[config.mk]
export PLATFORM = sky130hd
export DESIGN_NAME = fetch_unit
export DESIGN_NICKNAME = d
export VERILOG_FILES = /design/src/rtl/fetch_unit.sv
export SDC_FILE = /design/constraint.sdc
export NUM_CORES = 1
export LEC_CHECK = 0
export BUFFER_PORTS_ARGS = -buffer_cell sky130_fd_sc_hd__buf_2
export CAP_MARGIN = 10
export CORE_ASPECT_RATIO = 0.7
export CORE_MARGIN = 5
export CORE_UTILIZATION = 32
export DETAILED_ROUTE_END_ITERATION = 8
export PLACE_DENSITY = 0.59
export SLEW_MARGIN = 20
export SYNTH_ARGS = -nofsm -noshare
export SYNTH_HDL_FRONTEND = slang
export SYNTH_SLANG_ARGS = --single-unit
[constraint.sdc]
create_clock -name clk -period 3.4 [get_ports clk]
set_input_delay 0.68 -clock clk [delete_from_list [all_inputs] [get_ports clk]]
set_output_delay 0.68 -clock clk [all_outputs]
set_load 0.02 [all_outputs]
[src/rtl/fetch_unit.sv]
// Fetch stage: PC, instruction register and return-address stack for call/ret.
// Optional FETCH_ERR_EN implements sticky overflow/underflow error flags.
module fetch_unit #(
    parameter int AW     = 10,
    parameter int IW     = 16,
    parameter int SDEPTH = 8
) (
    input  logic          clk,
    input  logic          reset,
    input  logic          stall,
    input  logic          jump,
    input  logic          call,
    input  logic          ret,
    input  logic [AW-1:0] jaddr,
    output logic [AW-1:0] Address,
    input  logic [IW-1:0] Data,
    output logic [IW-1:0] instr,
    output logic          instr_valid,
    output logic [AW-1:0] instr_pc,
    output logic          stk_full,
    output logic          stk_empty,
    output logic          err_ovf,
    output logic          err_unf
);

    localparam int SPW = $clog2(SDEPTH) + 1;

    logic [AW-1:0]  pc;
    logic [AW-1:0]  pc_next;
    logic [SPW-1:0] sp;
    logic [SPW-2:0] push_idx;
    logic [SPW-2:0] top_idx;
    logic [AW-1:0]  ret_addr;
    logic [AW-1:0]  stack [SDEPTH];

    logic ret_ok;
    logic call_ok;
    logic jump_ok;
    logic redirect;

    assign Address   = pc;
    assign stk_full  = (sp == SPW'(SDEPTH));
    assign stk_empty = (sp == '0);
    assign push_idx  = sp[SPW-2:0];
    assign top_idx   = push_idx - 1'b1;
    assign ret_addr  = instr_pc + 1'b1;

    // Controls belong to the word in instr, so a bubble cannot redirect.
    assign ret_ok   = instr_valid && ret;
    assign call_ok  = instr_valid && call && !ret;
    assign jump_ok  = instr_valid && jump && !ret && !call;
    assign redirect = ret_ok || call_ok || jump_ok;

    always_comb begin
        pc_next = pc + 1'b1;
        if (ret_ok) begin
            pc_next = stk_empty ? '0 : stack[top_idx];
        end else if (call_ok || jump_ok) begin
            pc_next = jaddr;
        end
    end

    always_ff @(posedge clk or posedge reset) begin
        if (reset) begin
            pc          <= '0;
            instr       <= '0;
            instr_valid <= 1'b0;
            instr_pc    <= '0;
            sp          <= '0;
        end else if (!stall) begin
            instr       <= Data;
            instr_pc    <= pc;
            instr_valid <= !redirect;
            pc          <= pc_next;
            if (call_ok && !stk_full) begin
                sp <= sp + 1'b1;
            end else if (ret_ok && !stk_empty) begin
                sp <= sp - 1'b1;
            end
        end
    end

    // Stack storage needs no reset; sp alone defines which entries are live.
    always_ff @(posedge clk) begin
        if (!reset && !stall && call_ok && !stk_full) begin
            stack[push_idx] <= ret_addr;
        end
    end

`ifdef FETCH_ERR_EN
    always_ff @(posedge clk or posedge reset) begin
        if (reset) begin
            err_ovf <= 1'b0;
            err_unf <= 1'b0;
        end else if (!stall) begin
            if (call_ok && stk_full) begin
                err_ovf <= 1'b1;
            end
            if (ret_ok && stk_empty) begin
                err_unf <= 1'b1;
            end
        end
    end
`else
    assign err_ovf = 1'b0;
    assign err_unf = 1'b0;
`endif

endmodule

Word-level counts from Yosys, hierarchy flattened
Memories as Yosys holds them, arrays and structs flattened.
Index checks and enable logic that the tools add are counted.
{"block": "classes", "n_addsub": 5, "mul": 0, "div": 0, "magnitude_cmp": 0, "eq_ne": 1, "shift": 0, "mux": 7, "n_bitwise": 1, "reduce_logical": 24}
{"cell": "$mux 10", "n": 3}
{"cell": "$add 10x1->10 const B", "n": 2}
{"cell": "$logic_and 1x1->1", "n": 11}
{"cell": "$mux 4", "n": 2}
{"cell": "$logic_not 1->1", "n": 7}
{"cell": "$add 4x1->4 const B", "n": 1}
{"cell": "$eq 4x4->1 const B", "n": 1}
{"cell": "$logic_not 4->1", "n": 1}
{"cell": "$sub 4x1->4 const B", "n": 1}
{"cell": "$logic_or 1x1->1", "n": 3}
{"cell": "$sub 3x1->3 const B", "n": 1}
{"cell": "$mux 1", "n": 2}
{"cell": "$reduce_and 2->1", "n": 1}
{"cell": "$reduce_bool 2->1", "n": 1}
{"cell": "$not 1->1", "n": 1}
{"block": "totals", "reg_bits": 41, "latch_bits": 0, "mem_bits_rw": 80, "romBits": 0, "inputBits": 32, "output_inout_bits": 41, "elab_cells": 44, "memories": 1}
{"name": "stack", "words": 8, "width": 10, "rd": 1, "rd_ports_with_merged_regs": 0, "wr": 1, "line_no": "34", "source": "logic [AW-1:0] stack [SDEPTH];"}

Longest topological paths before layout
Gate-level depths: netlist of the first run.
{"block": "depth", "depth_word": 6, "mapped_depth": 11, "depth_no_buf": 10}

Worst setup path before layout of the first run
OpenSTA, ideal clock, no wires.
{"block": "synth_timing", "path_type": "register to register", "startpoint": "register sp[0]", "endpoint": "memory stack[1][0] (enable)", "setup_time_ns": 0.390, "arrival_ns": 2.478, "t_required_ns": 3.010, "path_slack_ns": 0.533, "path_stages_with_launch": 9, "n_path_buf": 1, "synth_period_minus_slack_ns": 2.867, "cell_sequence": "dfrtp_1 -> buf_2 -> clkinv_1 -> ha_1 -> nand3b_1 -> nand3_1 -> nor3_1 -> nand2_1 -> nor3_1"}
{"block": "synth_via", "elab_chain_len": 5}
{"element": "start, declared", "line_no": "30", "source": "logic [SPW-1:0] sp;"}
{"element": "start signal, assigned", "line_no": "76", "source": "sp <= sp + 1'b1;"}
{"element": "start signal, assigned", "line_no": "78", "source": "sp <= sp - 1'b1;"}
{"element": "$eq 4x4->1", "line_no": "42", "source": "assign stk_full = (sp == SPW'(SDEPTH));"}
{"element": "$logic_not 1->1", "line_no": "85", "source": "if (!reset && !stall && call_ok && !stk_full) begin"}
{"element": "$logic_and 1x1->1", "line_no": "85"}
{"element": "$mux 1", "line_no": "85"}
{"element": "$mux 1 (implied by the code)", "line_no": "86", "source": "stack[push_idx] <= ret_addr;"}
{"element": "end, declared", "line_no": "34"}
Several ways; a longest one is shown, not always the timed one.

Worst setup path after layout of the first run
{"block": "layout_timing", "startpoint": "register sp[0]", "endpoint": "register sp[3]"}
{"block": "layout_via", "elab_chain_len": 5, "elab_cells_between_ends": 12, "cone_classes": "add/sub (2); eq/ne (1); mux (2); reduce/logical (7)"}
{"element": "parallel branches: the longest is 5 deep, another holds $sub 4x1->4"}
Parallel ways; which one is timed is not known. The select of a mux whose other input is x is not followed.
A chain may end at the register's enable or synchronous reset.

==> results by group, run 1 <==
Layout
  – Final net count: ~480
  – Layout Utilization: about two fifths
  – Design Area, Final: between 6000 and 7000 µm²
  – Non-Filler Instances: around 680
  – Share of layout cells above drive strength 1: between 30% and 40%
  – Antenna fix cells: 0
  – Synthesis-to-layout area growth: 23.1%

Power and ir drop
  – Internal Power: 3.99 mW
  – Reg power frac: 36.4%
  – Sw frac: between 30% and 40%
  – Pwr Density: about 940 nW/µm²
  – Gate power share: 33.8%
  – Leak Pwr: 2.51 nW
  – Worst vdd ir: about 460 µV
  – Clk network pwr share: between 20% and 30%
  – Sw Pwr: approximately 2.2 mW

Logic synthesis
  – Synth top area cells: edfxtp_1 45%, dfrtp_1 19%, mux2_2 5.5%, mux2i_1 4.3%, mux4_1 3.0%
  – Post-synthesis mux area share: between 15 and 20%
  – Post-synth EDFFs: 80
  – XOR/XNOR share of the synthesized area: ~2.0%
  – Syn_area_per_cell: around 15 µm²
  – Yosys warns: 0
  – Count leader, synth: edfxtp_1
  – Post-synthesis compound-gate area fraction: under 10%
  – Register area share after synthesis: 64.5%
  – Synthesized area: roughly 5300 µm²
  – Yosys cell types: slightly below 50
  – Largest family of logic cells by synthesized area: multiplexers
  – Synth Flop Type: edfxtp_1
  – FFs w/ async S/R, synth: between 30% and 40%
  – Synthesis-stage register bit count: 121
  – Synth Instances: about 360
  – Simple-gate area share of the yosys netlist: 7.65%
  – Synth area leader: edfxtp_1
  – Synth Area in Adders: roughly 1.6%
  – Area share of the leading cell type in the synthesized netlist: a little under half
  – Top cells by count, synth: 80 x edfxtp_1, 41 x dfrtp_1, 26 x mux2_2, 23 x mux2i_1, 21 x nand2_1

Place
  – Placed insts: 650
  – PortBufs: 70
  – DP HPWL: approximately 9.2 mm
  – Routability Congestion: 0.803
  – Post-place instance area: a little under 6000 µm²
  – Place WS: 0.612 ns

STA
  – Worst Setup Slack, final: 0.555 ns
  – Fin crit period: around 2.8 ns
  – Setup violations, final: 0
  – Setup TNS: 0 ns
  – Final Max Slew Viols: 0
  – RSZ-0062 raised after global routing: false
  – Tightest Pin Transition: around 0.73 ns
  – Worst slew margin: 51.4%
  – Final Hold Viols: 0
  – Fmax: around 0.35 GHz
  – Tcrit/Tclk final: 83.7%
  – Layout Skew: 0.00830 ns

Clocking
  – CTS clk-pin slew, worst paths: approximately 0.060 ns
  – Root Buffer: clkbuf_16
  – Inserted Clock Buffers: 17
  – CTS Sinks: ~120
  – H-tree Lvls: 4
  – CTS tree: yes
  – Clock Path Buffers: 2
  – Clk Latency, worst-skew pair: approximately 0.41 ns
  – Postcts setup bufs: 0
  – CTS Hold Bufs: 0
  – Post-CTS Resized: 0

Floorplanning
  – Row cnt: 39
  – Die Area: around 19000 µm²
  – Core ar.: 16300 µm²
  – I/O pin total: between 70 and 80
  – Die height: 118 µm
  – Initial Utilization: 32.6%
  – Die X-Extent: 164 µm

Hold path
  – Worst hold-check path type: primary input to asynchronous set/reset pin

Critical path
  – Critical path data arrival time: between 3 and 4 ns
  – Crit path max-delay cell type: ha_1
  – Critical Path Most Common Cell: ha_1
  – Crit-path max cell delay: between 0.3 and 0.4 ns
  – Worst path cell trace: clkinv_1, ha_1, nand3b_1, nand3_1, ha_1, a21o_1, a21oi_1, mux2_2, o21ai_0, nand2_1
  – Top delay family on crit path: adder cells
  – Worst Setup Path Type: register to register
  – Buf/Inv on CP: 1
  – Critical path required time: 3.69 ns
  – Worst Path Max Fanout: 7
  – Type of origin of the critical path: register
  – Worst setup EP type: register

Global route
  – Met1 Usage GRT: between 20% and 30%
  – Largest net degree at the start of global routing: 29
  – Gr busiest metal: met2
  – First-pass GRT wire length: around 21 mm
  – Met3 GRT Util: approximately 4.0%
  – GRT Residual Overflow: 0
  – All-Layer GR Usage: between 10% and 20%
  – Antenna violations before repair: 0
  – Met2 global-route usage: between 20 and 25%
  – Vias in the first global route: around 3700

Routing
  – First-pass detailed-route iteration total: 5
  – Final ANT Viol Nets: 0
  – Vias per std cell: 5.06
  – Vias post-DR: roughly 3400
  – WL final: around 14 mm
  – Drt initial violations: about 280
  – Routed wire per std cell: ~20 µm
  – DRC Markers: 0

Run status
  – Run status: finished clean

Job
  – Max-Cap Viols: 0
-- stage by stage --
stage / total power, mW / hold WS, ns
after floorplan: 3.66 / 0.510
after global placement: 4.29 / 0.483
after detailed placement: 4.35 / 0.488
after CTS: 6.21 / 0.337
after global routing: 6.46 / 0.375
final: 6.16 / 0.331
-- path summary, 6_finish.rpt --
kind	slack (ns)	end	startpoint	depth (start not counted)
max in group asynchronous	2.34	Address[0]$_DFFE_PP0N_	reset	3
min in group clk	0.50	instr[2]$_DFFE_PP0N_	instr[2]$_DFFE_PP0N_	1
setup / recovery	0.56	sp[3]$_DFFE_PP0P_	sp[0]$_DFFE_PP0P_	10
hold reg to reg	0.50	instr[2]$_DFFE_PP0N_	instr[2]$_DFFE_PP0N_	1
setup reg to reg	0.56	sp[3]$_DFFE_PP0P_	sp[0]$_DFFE_PP0P_	10
hold / removal	0.33	Address[2]$_DFFE_PP0N_	reset	2
-- cell type report --
type                            count  area (µm²)
Sequential cell                   121        3430
Clock inverter                     10         151
Tap cell                          225         282
Clock buffer                       21         440
Fill cell                        1528        9750
Timing Repair Buffer               83         448
Multi-Input combinational cell    214        1770
Inverter                            7        31.3
-- power by group through the flow --
stage,Sequential [mW],Combinational [mW],Clock [mW]
after floorplan,2.31,1.35,0
after global placement,2.26,2.03,0
after detailed placement,2.27,2.08,0
after CTS,2.24,2.10,1.87
after global routing,2.28,2.26,1.92
final,2.24,2.08,1.84
-- cell usage in the layout, fill, tap and decap left out, types with 8 or more instances in the layout --
| master | instances |
|---|---|
| mux2i_1 | 23 |
| nand3_1 | 13 |
| nand2_1 | 21 |
| mux2_2 | 26 |
| buf_4 | 13 |
| clkbuf_16 | 17 |
| a21oi_1 | 10 |
| nor2_1 | 18 |
| o21ai_0 | 11 |
| edfxtp_1 | 80 |
| xnor2_1 | 8 |
| dfrtp_1 | 41 |
| buf_2 | 70 |
-- flip-flops by register name, summed over array words and instances (netlist names) --
signal	count
instr_valid	1
stack	80
sp	4
instr	16
Address	10
instr_pc	10
-- kinds of logic (layout without fill, tap and decap cells) --
logic type / after synthesis / after routing
xor+xnor: 12 / 12
fa+ha+maj: 6 / 6
other cells: 1 / 2
compound gates: 50 / 50
mux: 62 / 62
flops: 121 / 121
simple gates: 82 / 82
buf+inv: 25 / 121
-- routing by layer --
layer | part of all wire (%) | up-vias
met5 | 0 | -
met4 | 0.58 | 0
met3 | 5.7 | 11
met2 | 48 | 111
met1 | 45 | 1775
li1 | - | 1549
(Power assumes the default switching activity.)
==> run 2: changes to the inputs <==
ABC_AREA = 1   (was unset)
PLACE_DENSITY = 0.61   (was 0.59)
clock period = 2.4 ns   (was 3.4 ns; I/O delays follow)
==> results by group, run 2 <==
STA
  – Fmax: 0.488 GHz (+39%)
  – Setup violations, final: 0 (unchanged)
  – Worst Setup Slack, final: 0.350 ns (-0.206 ns)
  – Final Hold Viols: 0 (unchanged)
  – Setup TNS: 0 ns (unchanged)
  – Tcrit/Tclk final: 85.4% (+1.8 points)
  – Tightest Pin Transition: 0.725 ns (-0.00130 ns)
  – Layout Skew: 0.0123 ns (+0.00402 ns)
  – Worst slew margin: 51.5% (+0.10 points)
  – RSZ-0062 raised after global routing: false
  – Final Max Slew Viols: 0 (unchanged)
  – Fin crit period: 2.05 ns (-0.794 ns)

Hold path
  – Worst hold-check path type: primary input to asynchronous set/reset pin

Layout
  – Largest register FFs: 80 (unchanged)
  – Most frequent cells in the layout: 179 x nand2_1, 80 x edfxtp_1, 70 x buf_2, 54 x nor2_1, 48 x o21ai_0
  – Synthesis-to-layout area growth: 21.9%
  – Share of layout cells above drive strength 1: 20.1% (-12 points)
  – Final net count: 705 (+46%)
  – Most common cell after layout, fill and taps aside: nand2_1
  – Design Area, Final: 6810 µm² (+4.0%)
  – Antenna fix cells: 0 (unchanged)
  – Largest Register: stack
  – Layout Utilization: 39.7% (-0.51 points)
  – Largest registers: stack: 80 flops, instr: 16 flops

Place
  – Place WS: 0.272 ns (-0.340 ns)
  – DP HPWL: 9.62 mm (+4.3%)
  – Routability Congestion: 0.801 (-0.34%)
  – PortBufs: 70 (unchanged)
  – Post-place instance area: 6240 µm² (+4.7%)

Clocking
  – H-tree Lvls: 4 (unchanged)
  – CTS tree: yes
  – CTS Sinks: 121 (unchanged)
  – Inserted Clock Buffers: 17 (unchanged)
  – Clock Path Buffers: 2 (unchanged)
  – Post-CTS Resized: 0 (unchanged)
  – CTS clk-pin slew, worst paths: 0.05 ns (about the same)
  – CTS Hold Bufs: 0 (unchanged)
  – Root Buffer: clkbuf_16
  – Clk Latency, worst-skew pair: 0.41 ns (about the same)
  – Postcts setup bufs: 0 (unchanged)

Power and ir drop
  – Leak Pwr: 3.02 nW (+20%)
  – Reg power frac: 34.4% (-2.0 points)
  – Sw Pwr: 3.35 mW (+55%)
  – Internal Power: 5.23 mW (+31%)
  – Pwr Density: 1260 nW/µm² (+34%)
  – Gate power share: 37.0% (+3.2 points)
  – Clk network pwr share: 28.6% (-1.2 points)
  – Sw frac: 39.1% (+3.9 points)
  – Worst vdd ir: 497 µV (+8.2%)
  – PnR Total Power: 8.58 mW (+39%)

Logic synthesis
  – Yosys warns: 0 (unchanged)
  – Synth Instances: 583 (+62%)
  – Synthesis-stage register bit count: 121 (unchanged)
  – Post-synth EDFFs: 80 (unchanged)
  – Top cells by count, synth: 179 x nand2_1, 80 x edfxtp_1, 54 x nor2_1, 49 x o21ai_0, 48 x inv_1
  – Register area share after synthesis: 61.3% (-3.1 points)
  – FFs w/ async S/R, synth: 33.9% (unchanged)
  – Synthesized area: 5590 µm² (+5.1%)
  – Synth area leader: edfxtp_1
  – Syn_area_per_cell: 9.59 µm² (-35%)
  – Count leader, synth: nand2_1
  – Synth top area cells: edfxtp_1 43%, dfrtp_1 18%, nand2_1 12%, o21ai_0 4.4%, nand3_1 4.0%
  – Synth Flop Type: edfxtp_1
  – Yosys cell types: 32 (-35%)
  – Area share of the leading cell type in the synthesized netlist: 43.0% (-2.2 points)

Global route
  – Met1 Usage GRT: 21.3% (+0.98 points)
  – First-pass GRT wire length: 22.6 mm (+6.2%)
  – Antenna violations before repair: 0 (unchanged)
  – GRT Residual Overflow: 0 (unchanged)
  – Gr busiest metal: met1
  – Met2 global-route usage: 20.4% (-1.9 points)
  – Met3 GRT Util: 3.69% (-0.33 points)
  – Vias in the first global route: 4082 (+12%)
  – Largest net degree at the start of global routing: 45 (+55%)
  – All-Layer GR Usage: 14.1% (-0.36 points)

Critical path
  – Worst Path Max Fanout: 8 (+1)
  – Critical path required time: 2.55 ns (-1.14 ns)
  – Worst setup EP type: register
  – Critical path data arrival time: 2.20 ns (-0.94 ns)
  – Worst Setup Path Type: register to register
  – Type of origin of the critical path: register

Routing
  – Vias per std cell: 4.69 (-7.4%)
  – Vias post-DR: 4269 (+24%)
  – DRC Markers: 0 (unchanged)
  – First-pass detailed-route iteration total: 5 (unchanged)
  – WL final: 14.0 mm (+2.2%)
  – Final ANT Viol Nets: 0 (unchanged)
  – Drt initial violations: 443 (+57%)
  – Routed wire per std cell: 15.3 µm (-24%)

Floorplanning
  – I/O pin total: 73 (unchanged)
  – Core ar.: 17200 µm² (+5.3%)
  – Die Area: 20300 µm² (+4.7%)
  – Die height: 121 µm (+2.3%)
  – Initial Utilization: 32.6% (-0.076 points)
  – Die X-Extent: 168 µm (+2.4%)
  – Row cnt: 40 (+2.6%)

Run status
  – Run status: finished clean

Job
  – Max-Cap Viols: 0 (unchanged)
[run 2: kinds of logic (layout without fill, tap and decap cells)]
kind of cell	count (synthesis)	count (layout)	synth area share (%)
compound gates	63	63	5.98
other cells	1	2	0.0671
fa+ha+maj	6	6	1.48
simple gates	303	303	22.9
buf+inv	78	174	6.42
xor+xnor	11	11	1.86
flops	121	121	61.3
[run 2: worst paths after layout]
path / start / end / slack [ns] / cells past startpoint
max: instr_pc[0]$_DFFE_PP0N_ / stack[0][8]$_DFFE_PP_ / 0.35 / 5
max reg2reg: instr_pc[0]$_DFFE_PP0N_ / stack[0][8]$_DFFE_PP_ / 0.35 / 5
min: reset / sp[0]$_DFFE_PP0P_ / 0.14 / 2
max in group asynchronous: reset / instr[3]$_DFFE_PP0N_ / 1.76 / 3
min in group clk: Data[14] / instr[14]$_DFFE_PP0N_ / 0.26 / 3
min reg2reg: instr[12]$_DFFE_PP0N_ / instr[12]$_DFFE_PP0N_ / 0.48 / 2
[run 2: power groups by stage]
| stage | Clock (mW) | Sequential [mW] | Combinational, mW |
|---|---|---|---|
| after floorplan | 0 | 3.10 | 2.08 |
| after global placement | 0 | 2.97 | 3.12 |
| after detailed placement | 0 | 2.98 | 3.18 |
| after global routing | 2.59 | 2.99 | 3.61 |
| after CTS | 2.48 | 2.94 | 3.20 |
| final | 2.45 | 2.95 | 3.17 |
[run 2: worst max-delay path, cell delays in order, from the launching register on]
cell,delay (ns)
dfrtp_1,0.40
ha_1,0.21
nand3_1,0.16
nor3b_1,0.42
nand3_1,0.17
xor2_1,0.42
[run 2: per-stage QoR]
stage | cells | hold WS (ns)
after floorplan | 584 | 0.481
after global placement | 879 | 0.459
after detailed placement | 879 | 0.461
after CTS | 911 | 0.153
after global routing | 911 | 0.203
final | 911 | 0.145
[run 2: cell type report]
cell class / count / area, µm²
fillers: 1689 / 10400
flip-flops and latches: 121 / 3430
multi-input cells: 385 / 1810
repair buffers: 91 / 520
clock buffers: 25 / 507
well taps: 231 / 289
inverters: 51 / 196
clock inverters: 7 / 65.1
[run 2: layer usage]
metal / up-vias / routed length, µm
met5: - / 0
met2: 109 / 6030
met1: 2069 / 7010
met4: 0 / 125
met3: 12 / 792
li1: 2079 / -
==> run 3: changes to the inputs <==
ABC_AREA = unset   (was 1)
CAP_MARGIN = 20   (was 10)
==> results by group, run 3 (synthesized netlist as in run 1, its figures left out) <==
Critical path
  – Type of origin of the critical path: register
  – Worst setup EP type: output port
  – Reg-to-Reg Start: sp[1]$_DFFE_PP0P_
  – Crit-path max cell delay: 0.47 ns (+0.05 ns)
  – Worst path cell trace: inv_1, ha_2, nor3b_1, buf_2
  – Crit path max-delay cell type: nor3b_1
  – Reg2Reg Setup Slack: 0.16 ns (-0.19 ns)
  – Critical path required time: 1.92 ns (-0.63 ns)
  – FF-to-FF End: sp[3]$_DFFE_PP0P_
  – Worst Path Max Fanout: 4 (-4)
  – Reg2reg path depth: 10 (+5)
  – Setup crit start: sp[1]$_DFFE_PP0P_
  – Worst Setup Path Type: register to output port
  – Critical path data arrival time: 1.85 ns (-0.35 ns)

STA
  – RSZ-0062 raised after global routing: false
  – Tcrit/Tclk final: 96.9% (+11 points)
  – Tightest Pin Transition: 0.707 ns (-0.0181 ns)
  – Fmax: 0.430 GHz (-12%)
  – Worst slew margin: 52.5% (+1.1 points)
  – Setup violations, final: 0 (unchanged)
  – Setup TNS: 0 ns (unchanged)
  – Fin crit period: 2.33 ns (+0.276 ns)
  – Layout Skew: 0.0102 ns (-0.00217 ns)
  – Final Max Slew Viols: 0 (unchanged)
  – Final Hold Viols: 0 (unchanged)

Layout
  – Final net count: 493 (-30%)
  – Antenna fix cells: 0 (unchanged)
  – Synthesis-to-layout area growth: 25.9%
  – Most frequent cells in the layout: 80 x edfxtp_1, 70 x buf_2, 41 x dfrtp_1, 26 x mux2_2, 23 x mux2i_1
  – Most common cell after layout, fill and taps aside: edfxtp_1
  – Filler instances: 1525 (-9.7%)
  – Share of layout cells above drive strength 1: 35.5% (+15 points)
  – Largest registers: stack: 80 flops, instr: 16 flops
  – Storage cell area: 3430 µm² (unchanged)
  – Largest Register: stack
  – Largest register FFs: 80 (unchanged)
  – Multi-input gate area: 1790 µm² (-0.83%)

Routing
  – DRC Markers: 0 (unchanged)
  – First-pass detailed-route iteration total: 4 (-1)
  – Vias post-DR: 3374 (-21%)
  – Routed wire per std cell: 18.8 µm (+23%)
  – Final ANT Viol Nets: 0 (unchanged)
  – Drt initial violations: 293 (-34%)
  – WL final: 13.1 mm (-6.4%)
  – Vias per std cell: 4.87 (+3.9%)

Floorplanning
  – Die height: 118 µm (-2.2%)
  – Core ar.: 16300 µm² (-5.1%)
  – Row cnt: 39 (-2.5%)
  – Die X-Extent: 164 µm (-2.3%)
  – I/O pin total: 73 (unchanged)
  – Initial Utilization: 32.6% (+0.076 points)
  – Die Area: 19300 µm² (-4.5%)

Hold path
  – Worst hold-check path type: primary input to register
  – Min-Delay Startpoint: Data[13]
  – Hold EP: instr[13]$_DFFE_PP0N_
  – Hold depth: 2

Power and ir drop
  – Leak Pwr: 2.59 nW (-14%)
  – Pwr Density: 1310 nW/µm² (+4.0%)
  – PnR Total Power: 8.77 mW (+2.3%)
  – Worst vdd ir: 604 µV (+21%)

Global route
  – Largest net degree at the start of global routing: 42 (-6.7%)
  – All-Layer GR Usage: 13.8% (-0.33 points)
  – GRT Residual Overflow: 0 (unchanged)
  – First-pass GRT wire length: 20.2 mm (-11%)
  – Vias in the first global route: 3476 (-15%)
  – Antenna violations before repair: 0 (unchanged)

Clocking
  – CTS tree: yes
  – H-tree Lvls: 4 (unchanged)
  – Clk Latency, worst-skew pair: 0.40 ns (about the same)
  – Clock Path Buffers: 2 (unchanged)
  – CTS Sinks: 121 (unchanged)
  – Inserted Clock Buffers: 17 (unchanged)
  – CTS Hold Bufs: 1 (+1)
  – Root Buffer: clkbuf_16
  – CTS clk-pin slew, worst paths: 0.05 ns (about the same)
  – Post-CTS Resized: 0 (unchanged)
  – Postcts setup bufs: 0 (unchanged)

Place
  – Routability Congestion: 0.860 (+7.4%)
  – PortBufs: 70 (unchanged)
  – DP HPWL: 9.29 mm (-3.4%)

Job
  – Max-Cap Viols: 0 (unchanged)

Run status
  – Run status: finished clean
## run 3: routing by layer
layer | share of wire [%] | global-route usage (%) | vias to the layer above
met5 | 0 | 0 | -
met4 | 0.32 | 2.67 | 0
met3 | 7.5 | 4.31 | 4
met2 | 44 | 19.7 | 113
met1 | 48 | 20.7 | 1685
li1 | - | - | 1572
## run 3: layout make-up
| class | instances | area share [%] |
|---|---|---|
| clock inverters | 9 | 1.25 |
| repair buffers | 94 | 8.52 |
| clock buffers | 23 | 7.62 |
| flip-flops and latches | 121 | 51.2 |
| inverters | 7 | 0.486 |
| well taps | 225 | 4.20 |
| multi-input cells | 214 | 26.7 |
## run 3: worst max-delay path: cells and delay by family, from the launching register on
kind	cells	cell delay, ns
buffers and inverters	2	0.37
DFF	1	0.38
adders and majority gates	1	0.23
and+or+nand+nor	1	0.47
## run 3: worst max-delay path by stage
stage / end / slack [ns] / depth (start not counted)
CTS: stk_empty / 0.12 / 4
finish: stk_empty / 0.07 / 4
detailed placement: sp[3]$_DFFE_PP0P_ / 0.16 / 9
global placement: sp[3]$_DFFE_PP0P_ / 0.18 / 9
global route: sp[3]$_DFFE_PP0P_ / 0.05 / 10
floorplan: sp[3]$_DFFE_PP0P_ / 0.02 / 11
## run 3: where the power goes
group          internal, mW  switching, mW  total (mW)
clock network          1.60          0.884        2.49
registers              2.75          0.380        3.13
logic                  1.32           1.83        3.16
total                  5.68           3.10        8.77
## run 3: through the flow
stage / setup WS, ns / instances / hold WS, ns / instance area (µm²) / util [%]
2_1_floorplan: 0.0201 / 360 / 0.510 / 5350 / -
3_3_place_gp: 0.177 / 660 / 0.391 / 6090 / 37.4
3_5_place_dp: 0.161 / 660 / 0.389 / 6090 / 37.4
4_1_cts: 0.115 / 693 / 0.295 / 6700 / 41.1
5_1_grt: 0.0498 / 693 / 0.291 / 6700 / 41.1
6_report: 0.0740 / 693 / 0.308 / 6700 / 41.1
